==> src/rtl/imm_encoder.sv <==
// imm_encoder: packs RV32I fields plus a signed immediate into an instruction
// word (R/I/S/B/U/J). The request first lands in stage 1, where it is checked
// for immediate range and alignment. Stage 2 then holds the packed word, or a
// NOP with the error flag set. Saturating counters track legal and illegal
// requests.
// Optional build macro: IMM_ROUNDTRIP_CHECK_EN adds the rt_mismatch output.
module imm_encoder #(
  parameter int unsigned CNT_W = 16
) (
  input  logic             clk,
  input  logic             rst,
  input  logic             in_valid,
  output logic             in_ready,
  input  logic [2:0]       in_fmt,
  input  logic [6:0]       in_opcode,
  input  logic [4:0]       in_rd,
  input  logic [4:0]       in_rs1,
  input  logic [4:0]       in_rs2,
  input  logic [2:0]       in_funct3,
  input  logic [6:0]       in_funct7,
  input  logic [31:0]      in_imm,
  output logic             out_valid,
  input  logic             out_ready,
  output logic [31:0]      out_inst,
  output logic             out_err,
`ifdef IMM_ROUNDTRIP_CHECK_EN
  output logic             rt_mismatch,
`endif
  output logic [CNT_W-1:0] enc_cnt,
  output logic [CNT_W-1:0] err_cnt
);

  localparam logic [2:0] FMT_R = 3'd0;
  localparam logic [2:0] FMT_I = 3'd1;
  localparam logic [2:0] FMT_S = 3'd2;
  localparam logic [2:0] FMT_B = 3'd3;
  localparam logic [2:0] FMT_U = 3'd4;
  localparam logic [2:0] FMT_J = 3'd5;
  localparam logic [31:0] NOP = 32'h0000_0013;

  logic             s1_valid_q;
  logic [2:0]       s1_fmt_q;
  logic [6:0]       s1_op_q;
  logic [4:0]       s1_rd_q, s1_rs1_q, s1_rs2_q;
  logic [2:0]       s1_f3_q;
  logic [6:0]       s1_f7_q;
  logic [31:0]      s1_imm_q;

  logic             out_valid_q, out_err_q;
  logic [31:0]      out_inst_q;
  logic [CNT_W-1:0] enc_cnt_q, err_cnt_q;

  logic             s2_adv;
  logic             legal_d;
  logic [31:0]      inst_d;

  assign s2_adv   = !out_valid_q || out_ready;
  assign in_ready = !s1_valid_q || s2_adv;

  assign out_valid = out_valid_q;
  assign out_inst  = out_inst_q;
  assign out_err   = out_err_q;
  assign enc_cnt   = enc_cnt_q;
  assign err_cnt   = err_cnt_q;

  // Legality check and word packing from the stage-1 registers
  always_comb begin
    legal_d = 1'b0;
    inst_d  = NOP;
    case (s1_fmt_q)
      FMT_R: begin
        legal_d = 1'b1;
        inst_d  = {s1_f7_q, s1_rs2_q, s1_rs1_q, s1_f3_q, s1_rd_q, s1_op_q};
      end
      FMT_I: begin
        legal_d = (s1_imm_q[31:11] == '0) || (s1_imm_q[31:11] == '1);
        inst_d  = {s1_imm_q[11:0], s1_rs1_q, s1_f3_q, s1_rd_q, s1_op_q};
      end
      FMT_S: begin
        legal_d = (s1_imm_q[31:11] == '0) || (s1_imm_q[31:11] == '1);
        inst_d  = {s1_imm_q[11:5], s1_rs2_q, s1_rs1_q, s1_f3_q, s1_imm_q[4:0], s1_op_q};
      end
      FMT_B: begin
        legal_d = !s1_imm_q[0] &&
                  ((s1_imm_q[31:12] == '0) || (s1_imm_q[31:12] == '1));
        inst_d  = {s1_imm_q[12], s1_imm_q[10:5], s1_rs2_q, s1_rs1_q, s1_f3_q,
                   s1_imm_q[4:1], s1_imm_q[11], s1_op_q};
      end
      FMT_U: begin
        legal_d = (s1_imm_q[11:0] == '0);
        inst_d  = {s1_imm_q[31:12], s1_rd_q, s1_op_q};
      end
      FMT_J: begin
        legal_d = !s1_imm_q[0] &&
                  ((s1_imm_q[31:20] == '0) || (s1_imm_q[31:20] == '1));
        inst_d  = {s1_imm_q[20], s1_imm_q[10:1], s1_imm_q[11], s1_imm_q[19:12],
                   s1_rd_q, s1_op_q};
      end
      default: begin
        legal_d = 1'b0;
        inst_d  = NOP;
      end
    endcase
    if (!legal_d) inst_d = NOP;
  end

`ifdef IMM_ROUNDTRIP_CHECK_EN
  logic [31:0] rt_imm_d;
  logic        rt_mis_d;
  logic        rt_mis_q;

  // Re-extract the immediate from the packed word and compare to the request
  always_comb begin
    rt_imm_d = '0;
    case (s1_fmt_q)
      FMT_I:   rt_imm_d = {{20{inst_d[31]}}, inst_d[31:20]};
      FMT_S:   rt_imm_d = {{20{inst_d[31]}}, inst_d[31:25], inst_d[11:7]};
      FMT_B:   rt_imm_d = {{19{inst_d[31]}}, inst_d[31], inst_d[7], inst_d[30:25],
                           inst_d[11:8], 1'b0};
      FMT_U:   rt_imm_d = {inst_d[31:12], 12'b0};
      FMT_J:   rt_imm_d = {{11{inst_d[31]}}, inst_d[31], inst_d[19:12], inst_d[20],
                           inst_d[30:21], 1'b0};
      default: rt_imm_d = '0;
    endcase
    rt_mis_d = legal_d && (s1_fmt_q != FMT_R) && (rt_imm_d != s1_imm_q);
  end

  // Round-trip flag travels with the stage-2 word
  always_ff @(posedge clk) begin
    if (rst)                      rt_mis_q <= 1'b0;
    else if (s2_adv && s1_valid_q) rt_mis_q <= rt_mis_d;
  end

  assign rt_mismatch = rt_mis_q;
`endif

  // Stage 1: capture accepted requests
  always_ff @(posedge clk) begin
    if (rst) begin
      s1_valid_q <= 1'b0;
      s1_fmt_q   <= '0;
      s1_op_q    <= '0;
      s1_rd_q    <= '0;
      s1_rs1_q   <= '0;
      s1_rs2_q   <= '0;
      s1_f3_q    <= '0;
      s1_f7_q    <= '0;
      s1_imm_q   <= '0;
    end else if (in_ready) begin
      s1_valid_q <= in_valid;
      if (in_valid) begin
        s1_fmt_q <= in_fmt;
        s1_op_q  <= in_opcode;
        s1_rd_q  <= in_rd;
        s1_rs1_q <= in_rs1;
        s1_rs2_q <= in_rs2;
        s1_f3_q  <= in_funct3;
        s1_f7_q  <= in_funct7;
        s1_imm_q <= in_imm;
      end
    end
  end

  // Stage 2: output register, held while the consumer stalls
  always_ff @(posedge clk) begin
    if (rst) begin
      out_valid_q <= 1'b0;
      out_inst_q  <= '0;
      out_err_q   <= 1'b0;
    end else if (s2_adv) begin
      out_valid_q <= s1_valid_q;
      if (s1_valid_q) begin
        out_inst_q <= inst_d;
        out_err_q  <= !legal_d;
      end
    end
  end

  // Saturating counters, bumped once per stage-1 to stage-2 transfer
  always_ff @(posedge clk) begin
    if (rst) begin
      enc_cnt_q <= '0;
      err_cnt_q <= '0;
    end else if (s2_adv && s1_valid_q) begin
      if (legal_d) begin
        if (!(&enc_cnt_q)) enc_cnt_q <= enc_cnt_q + CNT_W'(1);
      end else begin
        if (!(&err_cnt_q)) err_cnt_q <= err_cnt_q + CNT_W'(1);
      end
    end
  end

endmodule

==> config.mk <==
export PLATFORM = sky130hd
export DESIGN_NAME = imm_encoder
export DESIGN_NICKNAME = d
export VERILOG_FILES = /design/src/rtl/imm_encoder.sv
export SDC_FILE = /design/constraint.sdc
export NUM_CORES = 1
export LEC_CHECK = 0
export BUFFER_PORTS_ARGS = -buffer_cell sky130_fd_sc_hd__buf_2
export CORE_MARGIN = 2
export CORE_UTILIZATION = 45
export CTS_CLUSTER_DIAMETER = 80
export DETAILED_ROUTE_END_ITERATION = 10
export PLACE_DENSITY = 0.71
export SETUP_SLACK_MARGIN = 0.3
export SYNTH_ARGS = -nofsm -noshare
export SYNTH_HDL_FRONTEND = slang
export SYNTH_SLANG_ARGS = --single-unit
==> constraint.sdc <==
create_clock -name clk -period 2.35 [get_ports clk]
set_input_delay 0.47 -clock clk [delete_from_list [all_inputs] [get_ports clk]]
set_output_delay 0.47 -clock clk [all_outputs]
set_load 0.005 [all_outputs]
==> results.md <==
- Worst setup path start: s1_imm_q[27]
- Placed Instance Area: 0.00688 sq mm
- Mux cell area share after synthesis: 0.0723
- Kind of critical path: flop to flop
- Final Cell Area: 0.00789 sq mm
- GPL Wtd Cong: roughly 0.89
- Max Cap Viol: 0
- Setup crit start kind: flop
- Final Max Tran Viols: 0
- Gate count of the mapped netlist: 730
- TritonCTS buffer count: 17
- Stages on worst setup path: 8
- Worst Hold Path Cells: 3
- # hold bufs at CTS: 0
- Maximum number of pins on one net before global-route repair: 68
- Share of cells above drive strength 1: 0.331
- Remaining DRCs: 0
- Max clock buf depth: 2
- Via count: 5690
- Core Footprint: around 0.013 sq mm
- Total GRT Usage: 0.229
- Number of flops mapped to enable cells by yosys: 0
- Synth Area in XOR/XNOR: 0.00149
- Syn nets: roughly 800
- Final hold vios: 0
- CTS tree: done
- Synth Warn #: 0
- Setup WS post-layout: roughly 0.17 ns
- Rows: slightly above 40
- Synth Register Bits: around 130
- FILL cells: roughly 1100
- Required time of the critical path: around 2.7 ns
- Chip height: 118 um
- Worst Tran Pin Value: between 0.5 and 0.6 ns
- Async SR Flop Fraction: 0
- Initial core utilization: 0.464
- Post-synthesis simple-gate area fraction: 0.263
- Status: finished clean
- Pleak: 3.28 nW
- Num ports: about 140
- Total power: a little under 6 mW
- Router iterations before antenna repair: 5
- PwrDens: approximately 730 mW/mm^2
- First-pass GRT wire length: 26100 um
- Initial antenna violation count: 1
- Vias in the first global route: approximately 5300
- Post-Syn Area: ~0.0059 sq mm
- CP max stage delay: approximately 0.40 ns
- RSZ-0062 raised after global routing: true
- Critical Path AT: between 2 and 3 ns
- Final Net Count: around 950
- Post-Syn Area per Cell: slightly above 8 sq um
- Hold Path Class: input pin to flop
- Worst skew pair latency: 0.42 ns
- Remaining antenna violation count: 0
- Fmax: between 0.4 and 0.5 GHz
- CP cell instances: nor4_4 -> and3_4 -> o211ai_1 -> a31o_4 -> and2_4 -> buf_6 -> or4_1 -> a21oi_1
- Max VDD drop: approximately 500 uV
- Sequential share of the synthesized area: 0.456
- Worst slack, placed: -0.103 ns
- CP Max Fanout: 6
- Clock skew: approximately 0.007 ns
- Relative slew slack: 0.630
- Crit-path slowest cell: or4_1
- Reg2reg start: s1_imm_q[27]
- R2r setup slk: 0.17 ns
- Commonest non-fill, non-tap cells in the layout: 163 x nand2_1, 136 x buf_2, 117 x dfxtp_1
- Post-synthesis adder-cell area fraction: 0.00425
- Post-synth top flop: dfxtp_1
- Post-detail-place hpwl: ~11000 um
- Complex-gate fraction of the synthesized area: 0.161
- CP bufs+invs: 1
- H-tree levels: 4
- CP Capture Type: flop
- Routed WL: approximately 17000 um
- Reg2reg path depth: 8
- Gr ovfl total: 0
- Fin crit share: 0.926
- Clk slew on worst S/H paths: about 0.060 ns
- Syn-to-layout area delta: 34.1%
- Root buffer cell: clkbuf_16
- Crit path time final: around 2.2 ns
- Final hold slack: around 0.28 ns
- Die width: between 100 and 150 um
- Worst hold path startpoint: in_imm[27]
- Port Buffers: 137
- Synth unique cells: 45
- Commonest non-fill, non-tap cell in the layout: nand2_1
- Vias per cell: between 5 and 6
- Crit-path leading delay family: simple AND/OR/NAND/NOR gates
- Main combinational cell family by area after synthesis: simple AND/OR/NAND/NOR gates
- Drt initial violations: 452
- CTS sink count: ~130
- Setup-failing EPs final: 0
- Die area: approximately 0.014 sq mm
- Drt wl/cell: 15.6 um
-- registers in the layout, summed over array words and instances (netlist names) --
name / count
s1_valid_q: 1
enc_cnt: 16
s1_f3_q: 3
out_valid: 1
out_inst: 32
s1_rs1_q: 5
s1_fmt_q: 3
s1_op_q: 7
out_err: 1
s1_rs2_q: 5
s1_rd_q: 5
s1_imm_q: 32
err_cnt: 16
s1_f7_q: 7
-- report_power, final --
| group | internal [mW] | total (mW) | switching, mW |
|---|---|---|---|
| clock network | 1.70 | 2.70 | 0.999 |
| registers | 2.36 | 2.44 | 0.0761 |
| logic | 0.278 | 0.621 | 0.343 |
-- tightest hold or removal path, stage by stage --
cell	delay, ns
buf_2	0.09
nand2_1	0.05
a21oi_1	0.05
-- cells by family (layout without fill, tap and decap cells) --
group                      after synthesis  after routing
and+or+nand+nor                        334            338
AOI/OAI and AO/OA                      158            158
DFF                                    134            134
buffers and inverters                   62            215
muxes                                   39             39
adders and majority gates                2              2
xor gates and xnor gates                 1              1
other                                    0              1
-- per-layer routing --
layer	share of wire	vias to the layer above	global-route usage	wire length [um]
met5	0.00067	-	0	11
met4	0.0092	2	0.0527	151
met3	0.056	19	0.0560	930
met2	0.47	167	0.368	7780
met1	0.46	2665	0.311	7630
li1	-	2837	-	-
-- layout make-up --
class / instances / area, sq um / share of cell area
clock inverter: 10 / 120 / 0.0152
clock buffer: 22 / 494 / 0.0626
antenna: 1 / 2.50 / 0.000317
timing repair buffer: 176 / 1080 / 0.136
multi-input combinational: 538 / 3250 / 0.412
sequential: 134 / 2700 / 0.343
tap: 172 / 215 / 0.0273
inverter: 7 / 26.3 / 0.00333
-- worst paths after layout --
kind | to
max | enc_cnt[4]
min | s1_imm_q[27]
max reg2reg | enc_cnt[4]
min reg2reg | out_inst[1]
-- cells in the mapped netlist, types with 3 or more instances --
master	n	area share
o22ai_1	3	0.0032
nor4_1	8	0.0085
dfxtp_1	134	0.46
buf_1	4	0.0026
a31oi_1	4	0.0043
or4_1	9	0.011
a211oi_1	4	0.0051
nor2b_1	19	0.020
clkbuf_1	47	0.030
or3_1	3	0.0032
nor4_2	3	0.0064
and3_1	12	0.013
inv_1	7	0.0045
nor2_1	59	0.038
o21ai_0	12	0.010
and4_1	4	0.0060
nor3_1	8	0.0068
nand2_1	164	0.10
o31ai_1	9	0.011
a22oi_1	33	0.042
a21oi_1	84	0.071
nand3_1	17	0.014
mux2i_1	11	0.019
mux2_2	28	0.054
and2_1	3	0.0032
nand2b_1	6	0.0064
nand4_1	14	0.015
-- what timing repair did --
action / in CTS / in global routing
endpoints found under the setup margin: 31 / 50
gates cloned: 4 / 1
setup buffers: 7 / 2
gates resized for setup: 35 / 25
pin swaps: 31 / 5
-- per-stage QoR --
step                      cells  utilization  TNS [ns]
after floorplan             730            -         0
after CTS                  1056        0.610         0
after global placement     1013        0.543    -0.226
after global routing       1059        0.623         0
final                      1060        0.623         0
after detailed placement   1013        0.543    -0.795
No activity file was read; power rests on OpenSTA's default activity.
